`src/rtl/tlul_buf_pkg.sv`:
```
// Shared types for the per-host TL-UL buffer stage.
// - tl_h2d_t / tl_d2h_t : full TL-UL channel bundles (host->device, device->host)
// - tl_a_pkt_t / tl_d_pkt_t : A/D payloads without valid/ready, stored in the FIFOs
// - A_PKT_W / D_PKT_W : payload widths
// - pack_* / unpack_* : conversion between bundles and payloads
package tlul_buf_pkg;

  localparam int unsigned TL_AW  = 32;
  localparam int unsigned TL_DW  = 32;
  localparam int unsigned TL_DBW = TL_DW / 8;
  localparam int unsigned TL_AIW = 8;
  localparam int unsigned TL_DIW = 1;
  localparam int unsigned TL_SZW = 2;
  localparam int unsigned TL_AUW = 16;
  localparam int unsigned TL_DUW = 16;

  typedef enum logic [2:0] {
    PutFullData    = 3'h0,
    PutPartialData = 3'h1,
    Get            = 3'h4
  } tl_a_op_e;

  typedef enum logic [2:0] {
    AccessAck     = 3'h0,
    AccessAckData = 3'h1
  } tl_d_op_e;

  typedef struct packed {
    logic              a_valid;
    tl_a_op_e          a_opcode;
    logic [2:0]        a_param;
    logic [TL_SZW-1:0] a_size;
    logic [TL_AIW-1:0] a_source;
    logic [TL_AW-1:0]  a_address;
    logic [TL_DBW-1:0] a_mask;
    logic [TL_DW-1:0]  a_data;
    logic [TL_AUW-1:0] a_user;
    logic              d_ready;
  } tl_h2d_t;

  typedef struct packed {
    logic              d_valid;
    tl_d_op_e          d_opcode;
    logic [2:0]        d_param;
    logic [TL_SZW-1:0] d_size;
    logic [TL_AIW-1:0] d_source;
    logic [TL_DIW-1:0] d_sink;
    logic [TL_DW-1:0]  d_data;
    logic [TL_DUW-1:0] d_user;
    logic              d_error;
    logic              a_ready;
  } tl_d2h_t;

  typedef struct packed {
    tl_a_op_e          opcode;
    logic [2:0]        param;
    logic [TL_SZW-1:0] size;
    logic [TL_AIW-1:0] source;
    logic [TL_AW-1:0]  address;
    logic [TL_DBW-1:0] mask;
    logic [TL_DW-1:0]  data;
    logic [TL_AUW-1:0] user;
  } tl_a_pkt_t;

  typedef struct packed {
    tl_d_op_e          opcode;
    logic [2:0]        param;
    logic [TL_SZW-1:0] size;
    logic [TL_AIW-1:0] source;
    logic [TL_DIW-1:0] sink;
    logic [TL_DW-1:0]  data;
    logic [TL_DUW-1:0] user;
    logic              error;
  } tl_d_pkt_t;

  localparam int unsigned A_PKT_W = $bits(tl_a_pkt_t);
  localparam int unsigned D_PKT_W = $bits(tl_d_pkt_t);

  function automatic tl_a_pkt_t pack_a(input tl_h2d_t t);
    tl_a_pkt_t p;
    p.opcode  = t.a_opcode;
    p.param   = t.a_param;
    p.size    = t.a_size;
    p.source  = t.a_source;
    p.address = t.a_address;
    p.mask    = t.a_mask;
    p.data    = t.a_data;
    p.user    = t.a_user;
    return p;
  endfunction

  function automatic tl_h2d_t unpack_a(input tl_a_pkt_t p, input logic valid,
                                       input logic d_ready);
    tl_h2d_t t;
    t.a_valid   = valid;
    t.a_opcode  = p.opcode;
    t.a_param   = p.param;
    t.a_size    = p.size;
    t.a_source  = p.source;
    t.a_address = p.address;
    t.a_mask    = p.mask;
    t.a_data    = p.data;
    t.a_user    = p.user;
    t.d_ready   = d_ready;
    return t;
  endfunction

  function automatic tl_d_pkt_t pack_d(input tl_d2h_t t);
    tl_d_pkt_t p;
    p.opcode = t.d_opcode;
    p.param  = t.d_param;
    p.size   = t.d_size;
    p.source = t.d_source;
    p.sink   = t.d_sink;
    p.data   = t.d_data;
    p.user   = t.d_user;
    p.error  = t.d_error;
    return p;
  endfunction

  function automatic tl_d2h_t unpack_d(input tl_d_pkt_t p, input logic valid,
                                       input logic a_ready);
    tl_d2h_t t;
    t.d_valid  = valid;
    t.d_opcode = p.opcode;
    t.d_param  = p.param;
    t.d_size   = p.size;
    t.d_source = p.source;
    t.d_sink   = p.sink;
    t.d_data   = p.data;
    t.d_user   = p.user;
    t.d_error  = p.error;
    t.a_ready  = a_ready;
    return t;
  endfunction

endpackage

```
`src/rtl/tlul_buf_fifo.sv`:
```
// Registered synchronous FIFO with valid/ready on both sides (no fall-through).
// - clk_i, rst_ni           : clock, asynchronous active-low reset
// - in_valid/in_ready/in_data    : write side; in_ready = !full
// - out_valid/out_ready/out_data : read side; out_valid = !empty
// Pointers carry a wrap bit beside the slot index, so full and empty come
// straight from a pointer compare and any Depth (not only powers of two) works.
// A pop on a full FIFO frees the slot only in the following cycle.
module tlul_buf_fifo #(
  parameter int unsigned Width = 8,
  parameter int unsigned Depth = 2
) (
  input  logic             clk_i,
  input  logic             rst_ni,
  input  logic             in_valid,
  output logic             in_ready,
  input  logic [Width-1:0] in_data,
  output logic             out_valid,
  input  logic             out_ready,
  output logic [Width-1:0] out_data
);

  localparam int unsigned IdxW = (Depth > 1) ? $clog2(Depth) : 1;
  localparam logic [IdxW-1:0] LastIdx = IdxW'(Depth - 1);

  typedef struct packed {
    logic            wrap;
    logic [IdxW-1:0] idx;
  } ptr_t;

  if (Depth < 1 || Depth > 16) begin : g_bad_depth
    $error("tlul_buf_fifo: Depth must be in 1..16");
  end

  function automatic ptr_t ptr_inc(input ptr_t p);
    ptr_t n;
    if (p.idx == LastIdx) begin
      n.idx  = '0;
      n.wrap = ~p.wrap;
    end else begin
      n.idx  = p.idx + IdxW'(1);
      n.wrap = p.wrap;
    end
    return n;
  endfunction

  ptr_t wr_q, rd_q;
  logic full, empty, push, pop;

  assign empty     = (wr_q == rd_q);
  assign full      = (wr_q.idx == rd_q.idx) && (wr_q.wrap != rd_q.wrap);
  assign in_ready  = ~full;
  assign out_valid = ~empty;
  assign push      = in_valid & ~full;
  assign pop       = out_valid & out_ready;

  // NOTE: state registers use non-blocking assignments so every flop samples
  // the pre-edge values; blocking here would create order-dependent races.
  always_ff @(posedge clk_i or negedge rst_ni) begin
    if (!rst_ni) begin
      wr_q <= '0;
      rd_q <= '0;
    end else begin
      if (push) wr_q <= ptr_inc(wr_q);
      if (pop)  rd_q <= ptr_inc(rd_q);
    end
  end

  logic [Width-1:0] mem [Depth];

  // NOTE: storage is deliberately not reset; the pointers alone define which
  // entries are valid, and leaving the array reset-free keeps it plain RAM.
  always_ff @(posedge clk_i) begin
    if (push) mem[wr_q.idx] <= in_data;
  end

  assign out_data = mem[rd_q.idx];

endmodule

```
`src/rtl/tlul_host_buf.sv`:
```
// Per-host TL-UL buffer stage: host -> tlul_host_buf -> xbar_main.
// - clk_i, rst_ni  : clock, asynchronous active-low reset
// - tl_h_i/tl_h_o  : host side (A request in, D response + a_ready out)
// - tl_d_o/tl_d_i  : crossbar side (A request out, D response + a_ready in)
// - outstanding_o  : requests accepted from the host whose response the host
//                    has not yet taken
// - idle_o         : both FIFOs empty and nothing outstanding
// Host a_ready is withheld once MaxOutstanding requests are in flight, so every
// legitimate response always finds room in the D FIFO. All valid/ready outputs
// come from registered state only.
module tlul_host_buf
  import tlul_buf_pkg::*;
#(
  parameter int unsigned ReqDepth       = 2,
  parameter int unsigned RspDepth       = 2,
  parameter int unsigned MaxOutstanding = 2,
  localparam int unsigned OutW          = $clog2(MaxOutstanding + 1)
) (
  input  logic            clk_i,
  input  logic            rst_ni,
  input  tl_h2d_t         tl_h_i,
  output tl_d2h_t         tl_h_o,
  output tl_h2d_t         tl_d_o,
  input  tl_d2h_t         tl_d_i,
  output logic [OutW-1:0] outstanding_o,
  output logic            idle_o
);

  if (RspDepth < MaxOutstanding) begin : g_bad_rsp_depth
    $error("tlul_host_buf: RspDepth must be >= MaxOutstanding");
  end
  if (MaxOutstanding < 1 || MaxOutstanding > 16) begin : g_bad_max_out
    $error("tlul_host_buf: MaxOutstanding must be in 1..16");
  end

  logic [OutW-1:0] cnt_q, cnt_d;
  logic            below_max;
  logic            a_ready;
  logic            a_hs, d_hs;

  // A channel FIFO
  logic      afifo_in_ready, afifo_out_valid;
  tl_a_pkt_t a_pkt_in, a_pkt_out;

  // D channel FIFO
  logic      dfifo_in_ready, dfifo_out_valid;
  tl_d_pkt_t d_pkt_in, d_pkt_out;

  assign below_max = (cnt_q < OutW'(MaxOutstanding));
  assign a_ready   = afifo_in_ready & below_max;
  assign a_pkt_in  = pack_a(tl_h_i);
  assign d_pkt_in  = pack_d(tl_d_i);

  // Gating in_valid with below_max makes the FIFO push identical to the host
  // handshake, so the counter and the FIFO can never disagree.
  tlul_buf_fifo #(
    .Width (A_PKT_W),
    .Depth (ReqDepth)
  ) u_afifo (
    .clk_i     (clk_i),
    .rst_ni    (rst_ni),
    .in_valid  (tl_h_i.a_valid & below_max),
    .in_ready  (afifo_in_ready),
    .in_data   (a_pkt_in),
    .out_valid (afifo_out_valid),
    .out_ready (tl_d_i.a_ready),
    .out_data  (a_pkt_out)
  );

  tlul_buf_fifo #(
    .Width (D_PKT_W),
    .Depth (RspDepth)
  ) u_dfifo (
    .clk_i     (clk_i),
    .rst_ni    (rst_ni),
    .in_valid  (tl_d_i.d_valid),
    .in_ready  (dfifo_in_ready),
    .in_data   (d_pkt_in),
    .out_valid (dfifo_out_valid),
    .out_ready (tl_h_i.d_ready),
    .out_data  (d_pkt_out)
  );

  assign tl_d_o = unpack_a(a_pkt_out, afifo_out_valid, dfifo_in_ready);
  assign tl_h_o = unpack_d(d_pkt_out, dfifo_out_valid, a_ready);

  assign a_hs = tl_h_i.a_valid & a_ready;
  assign d_hs = dfifo_out_valid & tl_h_i.d_ready;

  // NOTE: cnt_d is given its hold value before any branch so no path leaves
  // it unassigned, which would otherwise infer a latch.
  always_comb begin
    cnt_d = cnt_q;
    unique case ({a_hs, d_hs})
      2'b10:   cnt_d = cnt_q + OutW'(1);
      // A response with nothing outstanding is a protocol error: forward it
      // but keep the counter at zero.
      2'b01:   if (cnt_q != '0) cnt_d = cnt_q - OutW'(1);
      default: cnt_d = cnt_q;
    endcase
  end

  always_ff @(posedge clk_i or negedge rst_ni) begin
    if (!rst_ni) cnt_q <= '0;
    else         cnt_q <= cnt_d;
  end

  assign outstanding_o = cnt_q;
  assign idle_o        = ~afifo_out_valid & ~dfifo_out_valid & (cnt_q == '0);

  a_cnt_bound: assert property (@(posedge clk_i) disable iff (!rst_ni)
    cnt_q <= OutW'(MaxOutstanding));

  a_no_dec_at_zero: assert property (@(posedge clk_i) disable iff (!rst_ni)
    d_hs && !a_hs |-> cnt_q != '0);

  a_no_spurious_rsp: assert property (@(posedge clk_i) disable iff (!rst_ni)
    tl_d_i.d_valid && dfifo_in_ready |-> cnt_q != '0);

endmodule

```
`config.mk`:
```
export PLATFORM = sky130hd
export DESIGN_NAME = tlul_host_buf
export DESIGN_NICKNAME = d
export VERILOG_FILES = /design/src/rtl/tlul_buf_pkg.sv /design/src/rtl/tlul_buf_fifo.sv /design/src/rtl/tlul_host_buf.sv
export SDC_FILE = /design/constraint.sdc
export NUM_CORES = 1
export LEC_CHECK = 0
export BUFFER_PORTS_ARGS = -buffer_cell sky130_fd_sc_hd__buf_4
export CAP_MARGIN = 5
export CORE_MARGIN = 3
export CORE_UTILIZATION = 56
export DETAILED_ROUTE_END_ITERATION = 12
export GPL_TIMING_DRIVEN = 0
export MAX_ROUTING_LAYER = met4
export PLACE_DENSITY = 0.87
export SLEW_MARGIN = 20
export SYNTH_ARGS = -nofsm -noshare
export SYNTH_HDL_FRONTEND = slang
export SYNTH_HIERARCHICAL = 1
export SYNTH_SLANG_ARGS = --single-unit
```
`constraint.sdc`:
```
create_clock -name clk_i -period 12.5 [get_ports clk_i]
set_input_delay 2.5 -clock clk_i [delete_from_list [all_inputs] [get_ports clk_i]]
set_output_delay 2.5 -clock clk_i [all_outputs]
set_load 0.01 [all_outputs]
```
Yosys cells after proc, flatten, opt, wreduce, memory -nomap -nowiden
Memory sizes are Yosys's and may differ from the RTL's. Index checks and enable logic that the tools add are counted.

Output and inout port bits: 173. Word-level logic and storage cells: 64. Register bits: 10. Latch bits: 0. Memory bits (read-only): 0. Memories kept: 2. Bits in writable memories: 332. Bits of input ports: 172.

Memory list: u_afifo.mem (words 2, bits a word 100, rd ports 1, clocked after Yosys merged registers in 0, write ports 1, line tlul_buf_fifo.sv:68) `logic [Width-1:0] mem [Depth];`; u_dfifo.mem (words 2, bits a word 66, rd ports 1, clocked after Yosys merged registers in 0, write ports 1, line tlul_buf_fifo.sv:68).

$lt $le $gt $ge: 1. Shifts and indexed selects: 0. Add/sub/neg operators: 6. Bitwise logic cells: 17. Equality and inequality tests: 9. Divide/modulo/power cells: 0. Multiply operators: 0. Reduce and logical (&&, ||, !) cells: 10. Mux-type cells: 10.

Operators by type and width (number): $reduce_and 2->1 (5); $and 1x1->1 (9); $mux 1 (8); $not 1->1 (8); $add 1x1->1 const B (4); $eq 2x2->1 (2); $pmux 2 s2 (1); $reduce_bool 2->1 (2); $add 2x1->2 const B (1); $eq 1x1->1 (2); $eq 2x1->1 const B (1); $eq 2x2->1 const B (1); $logic_and 1x1->1 (2); $logic_not 2->1 (1); $lt 2x2->1 const B (1); $mux 2 (1); $ne 1x1->1 (2); $ne 2x2->1 const B (1); $sub 2x1->2 const B (1).

Logic depth before layout (Yosys ltp)
Depth after elaboration: 8. Depth in mapped cells: 8. Gate-level depth less buffers: 5.

Hierarchy
The synthesis kept the hierarchy.

Modules (own cells, without submodules): tlul_buf_fifo (u_afifo) (seq. area each 6105.9 um^2, area an instance 7518.5 um^2, cells an instance 340, instances 1); tlul_buf_fifo (u_dfifo) (seq. area each 4063.9 um^2, area an instance 5014.8 um^2, cells an instance 234, instances 1); tlul_host_buf (seq. area each 50.0 um^2, area an instance 176.4 um^2, cells an instance 17, instances 1).

Least setup slack after synthesis
OpenSTA, ideal clock, no wires.

Path type: input -> register. From: input port tl_h_i[101] in the netlist's numbering. To: memory u_afifo/mem[1][0] in the netlist's numbering (enable). Stages on the path: 3. Path buffers: 0. Arrival: 7.663 ns. Setup time: 0.592 ns. Required time: 11.908 ns. Setup slack: 4.246 ns. Cell sequence: nor2b_1 nand2_1 a21oi_1.

Cells in the longest elaborated chain, start to end: 4.

RTL lines: start, declared (line tlul_host_buf.sv:21) `input tl_h2d_t tl_h_i,`; $and 1x1->1 (line tlul_host_buf.sv:62) `.in_valid (tl_h_i.a_valid & below_max),`; $and 1x1->1 (line tlul_buf_fifo.sv:53) `assign push = in_valid & ~full;`; $mux 1 (line tlul_buf_fifo.sv:73) `if (push) mem[wr_q.idx] <= in_data;`; $mux 1 (not written as such) (line tlul_buf_fifo.sv:73); end, declared (line tlul_buf_fifo.sv:68).

Every way passes these cells.

Worst setup path in the final report
From: register u_afifo/rd_q[0] in the netlist's numbering. To: output port tl_h_o[0] in the netlist's numbering.

Cells in the longest elaborated chain, start to end: 4.

RTL lines: start, declared (line tlul_buf_fifo.sv:46) `ptr_t wr_q, rd_q;`; start signal, assigned (line tlul_buf_fifo.sv:64) `if (pop) rd_q <= ptr_inc(rd_q);`; $eq 1x1->1 (line tlul_buf_fifo.sv:50) `assign full = (wr_q.idx == rd_q.idx) && (wr_q.wrap != rd_q.wrap);`; $logic_and 1x1->1 (line tlul_buf_fifo.sv:50); $not 1->1 (line tlul_buf_fifo.sv:51) `assign in_ready = ~full;`; net afifo_in_ready (line tlul_host_buf.sv:42) `logic afifo_in_ready, afifo_out_valid;`; $and 1x1->1 (line tlul_host_buf.sv:50) `assign a_ready = afifo_in_ready & below_max;`; end, declared (line tlul_host_buf.sv:22) `output tl_d2h_t tl_h_o,`.

The timed path passes the listed nets, and every way through them passes these cells.

==> impl_metrics.csv <==
group,metric,value,unit
logic_synthesis,syn_area_per_cell,21.5,µm²
final_layout,nets,1159,
logic_synthesis,synth_area_leaders,"edfxtp_1 78%, mux2_2 14%, dfrtp_1 2.0%",
cts,clock-sinks,342,
worst_setup_path,endpoint_kind,"output port",
floorplan,die_area,24500,µm²
cts,cts_hold_buf,0,
power_and_ir_drop,clockPowerShare,23.1,%
floorplan,die_w,157,µm
cts,cts_buffer_depth,3,
final_layout,mostFrequentLayoutCell,"buf_4",
worst_setup_path,worstPathMaxFanout,10,
worst_setup_path,startpoint_type,"flop",
cts,cts_tree,"built",
grt,grt_overflow,0,
cts,clock_latency,0.49,ns
timing,finalSetupTns,0,ns
grt,first_global_vias,7431,
floorplan,io_pins,345,
power_and_ir_drop,combPwrFrac,37.0,%
drt,routedWlPerCell,22.7,µm
logic_synthesis,async_flop_share,2.92,%
min_path,hold_path_depth,1,
cts,ctsResizeCount,0,
timing,grt_setup_unrepaired,"false",
final_layout,fill_cells,1157,
place,port_buffers,344,
drt,drcViolationCount,0,
floorplan,initial_core_util,57.5,%
place,routabilityCongestion,0.772,
drt,vias,6980,
timing,finalHoldViolCount,0,
power_and_ir_drop,p_sw,1210,µW
worst_setup_path,worstPathRequired,10.00,ns
cts,clkTransAtPathRegs,0.06,ns
timing,skew,0.0149,ns
run,drv_cap,0,
drt,vias_per_cell,5.40,
timing,finalCriticalPeriod,4.62,ns
worst_setup_path,reg2reg_depth,8,
logic_synthesis,synth-seq-area-share,80.4,%
timing,fin_crit_sh,37.0,%
power_and_ir_drop,power.leakage,0.00645,µW
drt,ant_nets,0,
grt,grt_usage,23.7,%
drt,totalWireLength,29300,µm
logic_synthesis,postSynthCellCount,591,
logic_synthesis,synth_top_area_cell,"edfxtp_1",
drt,dr.pass1.iters,5,
timing,max_freq,216,MHz
timing,max_slew.worst_pin.slew,0.564,ns
logic_synthesis,synth_edf_count,332,
final_layout,syn_to_final_growth,34.6,%
worst_setup_path,crit_arrival,2.12,ns
power_and_ir_drop,internal_power,2840,µW
worst_setup_path,rr_startpoint,"outstanding_o[1]",
timing,slew_viol_final,0,
floorplan,die_h,157,µm
logic_synthesis,synth_top_area_share,78.4,%
floorplan,rows,54,
logic_synthesis,synth_nets,763,
worst_setup_path,crit_top_cell,"buf_6",
logic_synthesis,synth_area,12700,µm²
grt,grt_start_max_net_pins,27,
final_layout,finalInstanceArea,17100,µm²
final_layout,layout_common_cells,"355 x buf_4, 332 x edfxtp_1, 154 x mux2_2, 36 x clkbuf_16, 14 x mux2_4",
cts,cts_root_buf,"clkbuf_16",
logic_synthesis,yosys_most_used_dff,"edfxtp_1",
cts,cts_max_level,2,
worst_setup_path,rrSetupSlack,9.81,ns
worst_setup_path,slowest_stage,"dfrtp_1",
power_and_ir_drop,p_sw_share,29.9,%
cts,postCtsSetupBuffers,0,
worst_setup_path,max_stage_delay,0.37,ns
place,postPlaceCellArea,16100,µm²
logic_synthesis,synth_cell_types,30,
power_and_ir_drop,max-vdd-ir-drop,0.160,mV
floorplan,core_area,22100,µm²
worst_setup_path,r2r-end,"u_afifo/mem[1][94]",
power_and_ir_drop,power_density,237,nW/µm²
logic_synthesis,ys_ff_latch,342,
min_path,hp-class,"flop to flop",
logic_synthesis,ys.warnings.count,6,
worst_setup_path,path_cells,"buf_6 > buf_6 > buf_6 > xnor2_1 > nand2_1 > nor2b_1 > buf_4 > buf_4",
timing,relSlewSlack,62.3,%
final_layout,drive_gt1_share,60.1,%
cts,cts_buffers,35,
final_layout,antennaDiodeCount,0,
worst_setup_path,critPathKind,"flop to output port",
outcome,status,"finished clean",
grt,grt_pass1_wl,42400,µm
min_path,min_from,"outstanding_o[0]",
grt,antenna_found_initial,0,
power_and_ir_drop,p_seq_share,39.9,%
drt,drt-initial-drc-count,445,
place,place_hpwl,20400,µm
timing,finalSetupViolCount,0,
min_path,hold_end,"outstanding_o[0]",
==> power groups by stage <==
stage               logic (µW)  registers (µW)  clock network (µW)
floorplan                  776            1650                   0
global placement          1360            1680                   0
detailed placement        1500            1630                   0
CTS                       1520            1620                 955
global route              1580            1630                1000
finish                    1500            1620                 936
==> final cells by class <==
type | instances | area (µm²) | share of cell area [%]
sequential | 342 | 10200 | 59.8
multi-input combinational | 223 | 2350 | 13.7
clock inverter | 20 | 98.8 | 0.578
timing repair buffer | 359 | 2970 | 17.4
tap | 280 | 350 | 2.05
clock buffer | 42 | 933 | 5.46
buffer | 26 | 181 | 1.06
==> worst max path at each step <==
stage               startpoint                 end  slack, ns  cells past startpoint
3_5_place_dp       tl_h_i[101]  u_afifo/mem[1][28]       7.67                      9
6_report       u_afifo/rd_q[0]           tl_h_o[0]       7.88                      8
3_3_place_gp       tl_h_i[101]  u_afifo/mem[1][27]       1.53                      4
4_1_cts        u_afifo/rd_q[0]           tl_h_o[0]       7.86                      8
5_1_grt        u_afifo/rd_q[0]           tl_h_o[0]       7.71                      8
2_1_floorplan      tl_h_i[101]   u_afifo/mem[1][0]       4.25                      3
==> per-layer routing <==
layer / part of all wire [%] / track usage, % / up-vias
met5: 0 / - / -
met4: 4.8 / 10.6 / 0
met3: 6.7 / 5.92 / 90
met2: 54 / 41.4 / 318
met1: 35 / 25.6 / 3439
li1: - / - / 3133
==> through the flow <==
| stage | worst slack [ns] | utilization [%] | instances | hold WS, ns | power (µW) |
|---|---|---|---|---|---|
| final | 7.88 | 77.4 | 1292 | 0.582 | 4050 |
| after global routing | 7.71 | 77.4 | 1292 | 0.582 | 4220 |
| after CTS | 7.86 | 77.4 | 1292 | 0.566 | 4090 |
| after detailed placement | 7.67 | 72.7 | 1230 | 0.557 | 3130 |
| after global placement | 1.53 | 70.8 | 1215 | 0.524 | 3040 |
| after floorplan | 4.25 | - | 591 | 0.544 | 2430 |
==> cell families after synthesis <==
kind of cell	after synthesis	share of synthesized area (%)
and+or+nand+nor	26	1.09
AOI/OAI and AO/OA	20	1.01
buffers and inverters	26	1.43
muxes	170	15.5
xor gates and xnor gates	7	0.600
DFF	342	80.4
==> worst max-delay path: cells and delay by family, from the launching register on <==
| family | cells | cell delay, ns |
|---|---|---|
| xor+xnor | 1 | 0.19 |
| simple gates | 2 | 0.35 |
| flops | 1 | 0.37 |
| buf+inv | 5 | 0.71 |
==> synthesized netlist by cell type, types with 2 or more instances <==
library cell  count
o21ai_1           3
o211ai_1          2
buf_2             9
nand2b_1          5
buf_4            11
buf_6             4
edfxtp_1        332
mux2_4           14
nor2_1            6
mux2_2          154
nand3_1           2
a21oi_1           6
dfrtp_1          10
mux2i_1           2
nand2_1           8
a21boi_0          2
xnor2_1           4
xor2_2            2
nor2b_1           2
a31oi_1           3
==> state kept, by name, indices dropped and copies added, names as in the netlist <==
name,flops
u_afifo/mem,200
outstanding_o,2
u_afifo/rd_q,2
u_afifo/wr_q,2
u_dfifo/wr_q,2
u_dfifo/mem,132
u_dfifo/rd_q,2
No activity file was read; power rests on OpenSTA's default activity.
